**config.mk**
```make
export PLATFORM = sky130hd
export DESIGN_NAME = vga_sync_gen
export DESIGN_NICKNAME = d
export VERILOG_FILES = /design/src/rtl/vga_sync_gen.sv
export SDC_FILE = /design/constraint.sdc
export NUM_CORES = 1
export LEC_CHECK = 0
export CORE_MARGIN = 2
export CORE_UTILIZATION = 51
export CTS_CLUSTER_SIZE = 12
export DETAILED_ROUTE_END_ITERATION = 7
export PLACE_DENSITY_LB_ADDON = 0.05
export SLEW_MARGIN = 5
export SYNTH_ARGS = -nofsm -noshare
export SYNTH_HDL_FRONTEND = slang
export SYNTH_SLANG_ARGS = --single-unit
```
**constraint.sdc**
```tcl
create_clock -name clk -period 4.25 [get_ports clk]
set_input_delay 0.425 -clock clk [delete_from_list [all_inputs] [get_ports clk]]
set_output_delay 0.425 -clock clk [all_outputs]
set_load 0.01 [all_outputs]
```
**src/rtl/vga_sync_gen.sv**
```systemverilog
// Parametrised VESA raster timing generator: sync, display enable, visible-aligned
// coordinates, a lead-timed prefetch coordinate stream and line/frame start strobes.
module vga_sync_gen #(
  parameter int H_VISIBLE = 1280,
  parameter int H_FRONT   = 48,
  parameter int H_SYNC    = 112,
  parameter int H_BACK    = 248,
  parameter int V_VISIBLE = 1024,
  parameter int V_FRONT   = 1,
  parameter int V_SYNC    = 3,
  parameter int V_BACK    = 38,
  parameter int H_POL     = 1,
  parameter int V_POL     = 1,
  parameter int PREFETCH  = 16,
  parameter int CW        = 11
) (
  input  logic          clk,
  input  logic          rst_n,
  output logic          vga_h_sync,
  output logic          vga_v_sync,
  output logic          inDisplayArea,
  output logic [CW-1:0] counterX,
  output logic [CW-1:0] counterY,
  output logic          inPrefetchArea,
  output logic [CW-1:0] prefetchCounterX,
  output logic [CW-1:0] prefetchCounterY,
  output logic          line_start,
  output logic          frame_start
);

  localparam int H_TOTAL   = H_VISIBLE + H_FRONT + H_SYNC + H_BACK;
  localparam int V_TOTAL   = V_VISIBLE + V_FRONT + V_SYNC + V_BACK;
  localparam int AW        = CW + 1;
  localparam int H_SYNC_LO = H_VISIBLE + H_FRONT;
  localparam int V_SYNC_LO = V_VISIBLE + V_FRONT;
  localparam logic H_ACT   = (H_POL != 0);
  localparam logic V_ACT   = (V_POL != 0);

  // One extra bit so that sums such as h_cnt + PREFETCH never truncate.
  function automatic logic [AW-1:0] widen(input logic [CW-1:0] val);
    return {1'b0, val};
  endfunction

  function automatic logic inZone(input logic [AW-1:0] val, input int lo, input int len);
    return (val >= AW'(lo)) && (val < AW'(lo + len));
  endfunction

  function automatic logic syncLevel(input logic active, input logic actLevel);
    return active ? actLevel : ~actLevel;
  endfunction

  // Stage 0: raster counters, zero at the first visible pixel of the frame
  logic [CW-1:0] hCnt_p0;
  logic [CW-1:0] vCnt_p0;
  logic          hLast_p0;
  logic          vLast_p0;

  assign hLast_p0 = (widen(hCnt_p0) == AW'(H_TOTAL - 1));
  assign vLast_p0 = (widen(vCnt_p0) == AW'(V_TOTAL - 1));

  always_ff @(posedge clk or negedge rst_n) begin
    if (!rst_n) begin
      hCnt_p0 <= '0;
      vCnt_p0 <= '0;
    end else begin
      if (hLast_p0) begin
        hCnt_p0 <= '0;
        vCnt_p0 <= vLast_p0 ? '0 : vCnt_p0 + 1'b1;
      end else begin
        hCnt_p0 <= hCnt_p0 + 1'b1;
      end
    end
  end

  // Stage 0 decode: zones, strobes and the prefetch lead
  logic [AW-1:0] pSum_p0;
  logic          pWrap_p0;
  logic [CW-1:0] pX_p0;
  logic [CW-1:0] pY_p0;
  logic          hSync_p0;
  logic          vSync_p0;
  logic          de_p0;
  logic          pre_p0;
  logic          lineStart_p0;
  logic          frameStart_p0;

  always_comb begin
    pSum_p0  = widen(hCnt_p0) + AW'(PREFETCH);
    pWrap_p0 = (pSum_p0 >= AW'(H_TOTAL));
    // The true column is below 2^CW, so the modular CW-bit subtraction is exact.
    pX_p0    = pWrap_p0 ? (hCnt_p0 + CW'(PREFETCH) - CW'(H_TOTAL))
                        : (hCnt_p0 + CW'(PREFETCH));
    if (!pWrap_p0) begin
      pY_p0 = vCnt_p0;
    end else if (vLast_p0) begin
      pY_p0 = '0;
    end else begin
      pY_p0 = vCnt_p0 + 1'b1;
    end

    hSync_p0      = syncLevel(inZone(widen(hCnt_p0), H_SYNC_LO, H_SYNC), H_ACT);
    vSync_p0      = syncLevel(inZone(widen(vCnt_p0), V_SYNC_LO, V_SYNC), V_ACT);
    de_p0         = (widen(hCnt_p0) < AW'(H_VISIBLE)) && (widen(vCnt_p0) < AW'(V_VISIBLE));
    pre_p0        = (widen(pX_p0) < AW'(H_VISIBLE)) && (widen(pY_p0) < AW'(V_VISIBLE));
    lineStart_p0  = (hCnt_p0 == '0) && (widen(vCnt_p0) < AW'(V_VISIBLE));
    frameStart_p0 = (hCnt_p0 == '0) && (vCnt_p0 == '0);
  end

  // Stage 1: every output registered once so sync, enable and coordinates stay aligned
  logic          hSync_p1;
  logic          vSync_p1;
  logic          de_p1;
  logic [CW-1:0] cX_p1;
  logic [CW-1:0] cY_p1;
  logic          pre_p1;
  logic [CW-1:0] pX_p1;
  logic [CW-1:0] pY_p1;
  logic          lineStart_p1;
  logic          frameStart_p1;

  always_ff @(posedge clk or negedge rst_n) begin
    if (!rst_n) begin
      hSync_p1      <= ~H_ACT;
      vSync_p1      <= ~V_ACT;
      de_p1         <= 1'b0;
      cX_p1         <= '0;
      cY_p1         <= '0;
      pre_p1        <= 1'b0;
      pX_p1         <= '0;
      pY_p1         <= '0;
      lineStart_p1  <= 1'b0;
      frameStart_p1 <= 1'b0;
    end else begin
      hSync_p1      <= hSync_p0;
      vSync_p1      <= vSync_p0;
      de_p1         <= de_p0;
      cX_p1         <= hCnt_p0;
      cY_p1         <= vCnt_p0;
      pre_p1        <= pre_p0;
      pX_p1         <= pX_p0;
      pY_p1         <= pY_p0;
      lineStart_p1  <= lineStart_p0;
      frameStart_p1 <= frameStart_p0;
    end
  end

  assign vga_h_sync       = hSync_p1;
  assign vga_v_sync       = vSync_p1;
  assign inDisplayArea    = de_p1;
  assign counterX         = cX_p1;
  assign counterY         = cY_p1;
  assign inPrefetchArea   = pre_p1;
  assign prefetchCounterX = pX_p1;
  assign prefetchCounterY = pY_p1;
  assign line_start       = lineStart_p1;
  assign frame_start      = frameStart_p1;

endmodule

```
==> results of run 1 <==
==> cell usage in the layout, fill, tap and decap left out, types with 3 or more instances in the layout <==
cell             instances
a31oi_1                  3
xnor2_1                 18
clkbuf_8                 9
and3_1                   9
a21oi_1                  3
nand2_1                 32
inv_1                    8
nor3_1                   5
a22o_1                   9
o21ai_0                 17
nand4_1                  3
ha_1                    12
xor2_1                   4
o21ai_1                  8
clkdlybuf4s50_1         50
nor2_1                  22
nand3_1                 13
dfrtp_1                 69
==> final cells by class <==
class	instances	share of cell area (%)
Tap cell	75	2.44
Timing Repair Buffer	53	13.6
Clock inverter	6	2.28
Sequential cell	69	45.0
Multi-Input combinational cell	192	32.6
Clock buffer	10	3.32
Inverter	8	0.782
==> state kept, by name, indices dropped and copies added (netlist names) <==
signal	count
vga_h_sync	1
line_start	1
inPrefetchArea	1
counterY	11
prefetchCounterY	11
inDisplayArea	1
frame_start	1
vCnt_p0	11
prefetchCounterX	11
counterX	8
vga_v_sync	1
hCnt_p0	11
==> metal layers <==
layer | wire (um) | track usage (%) | vias to the layer above
li1 | - | - | 1085
met1 | 2960 | 29.1 | 1079
met2 | 2730 | 29.2 | 65
met3 | 324 | 4.57 | 10
met4 | 123 | 10.0 | 0
met5 | 0 | 0 | -
==> logic make-up after synthesis <==
group	after synthesis	synth area share, %
flip-flops	69	55.4
multiplexers	1	0.361
buffers and inverters	28	4.34
XOR/XNOR	24	7.23
AND/OR/NAND/NOR	102	16.6
adder cells (fa/ha/maj)	12	4.82
AO/OA/AOI/OAI	53	11.2
==> metrics by stage <==
| step | power (mW) | instance area [um^2] | worst slack, ns | std cells |
|---|---|---|---|---|
| 2_1_floorplan | 0.669 | 3120 | 2.10 | 289 |
| 3_3_place_gp | 0.683 | 3620 | 1.50 | 397 |
| 3_5_place_dp | 0.683 | 3620 | 1.41 | 397 |
| 4_1_cts | 1.25 | 3840 | 1.41 | 413 |
| 5_1_grt | 1.28 | 3840 | 1.16 | 413 |
| 6_report | 1.24 | 3840 | 1.38 | 413 |
==> worst min-delay path by stage <==
stage / to / slack [ns] / cells after the start
2_1_floorplan: counterX[10]$_DFF_PN0_ / 0.13 / 0
3_3_place_gp: prefetchCounterX[1]$_DFF_PN0_ / 0.45 / 0
3_5_place_dp: prefetchCounterX[1]$_DFF_PN0_ / 0.45 / 0
4_1_cts: counterX[9]$_DFF_PN0_ / 0.16 / 1
5_1_grt: counterX[10]$_DFF_PN0_ / 0.20 / 1
6_report: counterX[9]$_DFF_PN0_ / 0.13 / 1
==> power breakdown <==
part           leakage [nW]  switching (mW)  internal, mW
Clock                 0.110           0.243         0.330
Combinational         0.733          0.0119      0.000916
Sequential            0.924               0         0.656
Total                  1.77           0.255         0.987
==> critical path, stage by stage (launching register included) <==
cell and delay, ns:
dfrtp_1 0.53, ha_1 0.29, nand3_1 0.17, xnor2_2 0.30, a21oi_2 0.09, nor4_4 0.75, or2_1 0.44, o21ai_0 0.17
==> impl_results.md, run 1 <==
* Part of the cycle the worst path needs at 67.6%
* Hold Crit Class: in2async
* Clk_skew at 0.0110 ns
* Syn Inst Count at 289
* Critical Path Source Type: flip-flop
* Setup bufs post-CTS at 0
* VDD IR-drop max at around 250 uV
* Tmin final at 2.87 ns
* I/O Buffers at 51
* Fin. max-slew vios at 0
* CTS tree: yes
* Vias in the first global route at 2,103
* GP Congestion at 0.844
* Yosys cell types at 48
* DRC Markers at 0
* Num rows at 28
* CTS Buf Count at 9
* Top-Level Pins at 52
* Worst reg2reg path endpoint: prefetchCounterY[0]$_DFF_PN0_
* Clock transition at the registers of the reported paths at 0.07 ns
* # setup viols final at 0
* Main area contributors after synthesis: dfrtp_1 55%, xnor2_1 5.1%, ha_1 4.8%, nand2_1 3.9%, o21ai_0 2.7%
* Post-route ant nets at 0
* Synthesized area per cell at approximately 11 um^2
* N_diodes at 0
* # fillers at 485
* Max-cap violations at 0
* Nets at 347
* Clock root cell: clkbuf_8
* Initial antenna violation count at 0
* Initial DRC count at approximately 120
* EDFF count, synth at 0
* Status: complete, no violations
* Cell Area, Synth at 0.00312 mm^2
* Detailed placer's ending HPWL at around 4200 um
* Crit path launch: hCnt_p0[4]$_DFF_PN0_
* Initial Util at a little over half
* Wire length of the first global-routing pass at 10,100 um
* CP max FO at 19
* Worst Reg-to-Reg Cells at 7
* Layout area overhead at 23.3%
* Core Box Area at 0.00592 mm^2
* Largest area contributor in the netlist: dfrtp_1
* GRT Util Overall at ~20%
* FF/Latch Area at 0.00173 mm^2
* Clk sinks at 69
* Lkg Pwr at 1.77 nW
* Dominant cell by count in the synthesized netlist: dfrtp_1
* Share of post-route cells with drive strength above 1 at 7.99%
* Bufs on Longest Clock Path at 2
* Die H at 82.2 um
* Setup crit end: prefetchCounterY[0]$_DFF_PN0_
* Pwr per Cell Area at 323 mW/mm^2
* CTS Hold Buffers Added at 0
* Req. time, crit path at 4.46 ns
* CTS resizes at 0
* Remaining global-route overflow at 0
* Synth cell count leaders: 69 x dfrtp_1, 32 x nand2_1, 22 x nor2_1
* Post-Route WL at 6130 um
* Die W at just over 80 um
* Die area at 0.00675 mm^2
* H-tree depth at 3
* Reg-to-Reg Start: hCnt_p0[4]$_DFF_PN0_
* Drt via density at 5.42
* Mapped Nets at 303
* Worst path arrival time at approximately 3.1 ns
* WL/cell at ~15 um
* R2R Setup Slk at approximately 1.4 ns
* Multi-input gate area at 0.00125 mm^2
* Via Count at 2,239
* Synth Flop Type: dfrtp_1
* Measured slew at the worst slew-check pin at around 0.9 ns
* Part of the Yosys area used for sequential elements at 55.4%
* Pin count of the biggest net entering global routing at 37
* Slew Limit Headroom at between 40% and 50%
* DR pass1 iterations at 4
* Hold Violations, Final at 0
* Top-area cell type share of the netlist area at 55.4%
* Type of destination of the critical path: flip-flop
* Achievable clock frequency at between 300 and 400 MHz
* Hold Slack at 0.134 ns
* Yosys Warn Count at 0
* RSZ-0062 raised after global routing: no
* Finished Core Util at 64.9%
* Worst skew pair latency at 0.35 ns
* Flops & latches, synth at 69
* Ys async rst share at 100%
* Setup TNS at 0 ns
* Worst Path Class, Setup: reg2reg
No activity file was read; power rests on OpenSTA's default activity.
==> inputs of run 2 (changes only) <==
CORE_UTILIZATION = 48   (was 51)
clock period = 2.54 ns   (was 4.25 ns; I/O delays follow)
==> impl_results.md, run 2 (synthesis results as in run 1) <==
* H-tree depth at 3
* GRT Util Overall at between 10% and 20%
* Via Count at 2,310
* Pin count of the biggest net entering global routing at 31
* Layout area overhead at 25.7%
* # setup viols final at 0
* Measured slew at the worst slew-check pin at a little over 0.6 ns
* Max-cap violations at 0
* Hold Crit Class: in2async
* Clock transition at the registers of the reported paths at around 0.070 ns
* Worst skew pair latency at ~0.34 ns
* Part of the cycle the worst path needs at 92.4%
* Nets at roughly 360
* Setup TNS at 0 ns
* Max stage delay on crit path at about 0.46 ns
* VDD IR-drop max at 335 uV
* Slowest-stage cell, CP: dfrtp_1
* Die H at around 85 um
* Post-route ant nets at 0
* CP max FO at 9
* GP Congestion at 0.910
* WL/cell at 15.2 um
* CTS tree: yes
* Clk sinks at roughly 70
* Hold Violations, Final at 0
* Type of destination of the critical path: flip-flop
* Vias in the first global route at 2,159
* Worst path arrival time at 2.58 ns
* Die W at 84.6 um
* Achievable clock frequency at 426 MHz
* Commonest cells after routing, fill and taps aside: 68 x dfrtp_1, 50 x clkdlybuf4s50_1, 32 x nand2_1
* Commonest non-fill, non-tap cell in the layout: dfrtp_1
* Drt via density at 5.42
* Initial Util at 49.3%
* Met1 wire length at roughly 3200 um
* RSZ-0062 raised after global routing: no
* Status: complete, no violations
* Top Metal Used: met4
* Num rows at 29
* Post-Route WL at 6490 um
* Req. time, crit path at 2.77 ns
* Core Box Area at 0.00631 mm^2
* Critical Path Source Type: flip-flop
* Met3 WL at 339 um
* Top-Level Pins at 52
* Slew Limit Headroom at 59.4%
* Initial DRC count at 136
* Finished Layout Cells at about 430
* Placed cell count at 408
* I/O Buffers at between 50 and 60
* Remaining global-route overflow at 0
* Bufs on Longest Clock Path at 2
* Fin. max-slew vios at 0
* Die area at around 0.007 mm^2
* Wire length of the first global-routing pass at 10,800 um
* N_diodes at 0
* Detailed placer's ending HPWL at 4540 um
* Clk_skew at 0.00986 ns
* Tmin final at 2.35 ns
* Initial antenna violation count at 0
* DRC Markers at 0
* Clock root cell: clkbuf_8
* Metal2 WL at 2820 um
* Cells along the critical path: ha_1 > nand3_1 > xnor2_2 > a221oi_2 > nand2_2 > or2_1 > a22o_1
* Lkg Pwr at 1.81 nW
* Pwr per Cell Area at ~500 mW/mm^2
* DR pass1 iterations at 4
* Worst Path Class, Setup: reg2reg
* CTS Buf Count at 9
* Share of post-route cells with drive strength above 1 at 11.2%
## run 2: worst max-delay path, delay by kind of cell (launching register included)
family                     cells  cell delay (ns)
and+or+nand+nor                3             0.70
AOI/OAI and AO/OA              2             0.58
DFF                            1             0.46
adders and majority gates      1             0.28
xor gates and xnor gates       1             0.22
## run 2: stage by stage
stage	setup slack, ns	hold slack [ns]	power (mW)	area (um^2)	utilization (%)
2_1_floorplan	0.387	-0.0416	1.12	3120	-
3_3_place_gp	0.315	0.304	1.15	3710	58.7
3_5_place_dp	0.203	0.306	1.15	3710	58.7
4_1_cts	0.188	0.464	1.96	3900	61.8
5_1_grt	0.0335	0.496	2.02	3920	62.0
6_report	0.192	0.453	1.93	3920	62.0
## run 2: final cells by class
| class | instances | area [um^2] |
|---|---|---|
| Sequential cell | 69 | 1730 |
| Fill cell | 547 | 2400 |
| Clock buffer | 11 | 151 |
| Tap cell | 77 | 96.3 |
| Clock inverter | 5 | 35.0 |
| Timing Repair Buffer | 64 | 622 |
| Inverter | 8 | 30.0 |
| Multi-Input combinational cell | 192 | 1250 |
## run 2: metal layers
layer,GRT usage [%],vias to the layer above
li1,-,1100
met1,28.7,1117
met2,26.7,76
met3,4.42,17
met4,9.52,0
met5,0,-
## run 2: path summary, 6_finish.rpt
path / slack, ns / to / startpoint / cells after the start
max: 0.19 / prefetchCounterY[6]$_DFF_PN0_ / hCnt_p0[4]$_DFF_PN0_ / 7
min: 0.45 / inDisplayArea$_DFF_PN0_ / rst_n / 2
max reg2reg: 0.19 / prefetchCounterY[6]$_DFF_PN0_ / hCnt_p0[4]$_DFF_PN0_ / 7
min reg2reg: 0.46 / prefetchCounterX[1]$_DFF_PN0_ / hCnt_p0[1]$_DFF_PN0_ / 0
max in group asynchronous: 1.46 / prefetchCounterY[9]$_DFF_PN0_ / rst_n / 3
min in group clk: 0.46 / prefetchCounterX[1]$_DFF_PN0_ / hCnt_p0[1]$_DFF_PN0_ / 0
## run 2: what timing repair did
item | 4_1_cts | 5_1_grt
hold buffers | 1 | 0
endpoints found under the hold margin | 24 | 0
setup endpoints to repair | 0 | 6
gates resized for setup | 0 | 2
buffers inserted | 0 | 1
## run 2: power by group
part           total [mW]  switching, mW  internal, mW  leakage, nW
logic              0.0267         0.0211       0.00562        0.794
registers            1.10              0          1.10        0.924
clock network       0.805          0.399         0.407       0.0953
==> inputs of run 3 (changes only) <==
HOLD_SLACK_MARGIN = 0.15   (was not set)
==> results of run 3 <==
The final DEF is identical to that of run 2; final timing and power are the same.
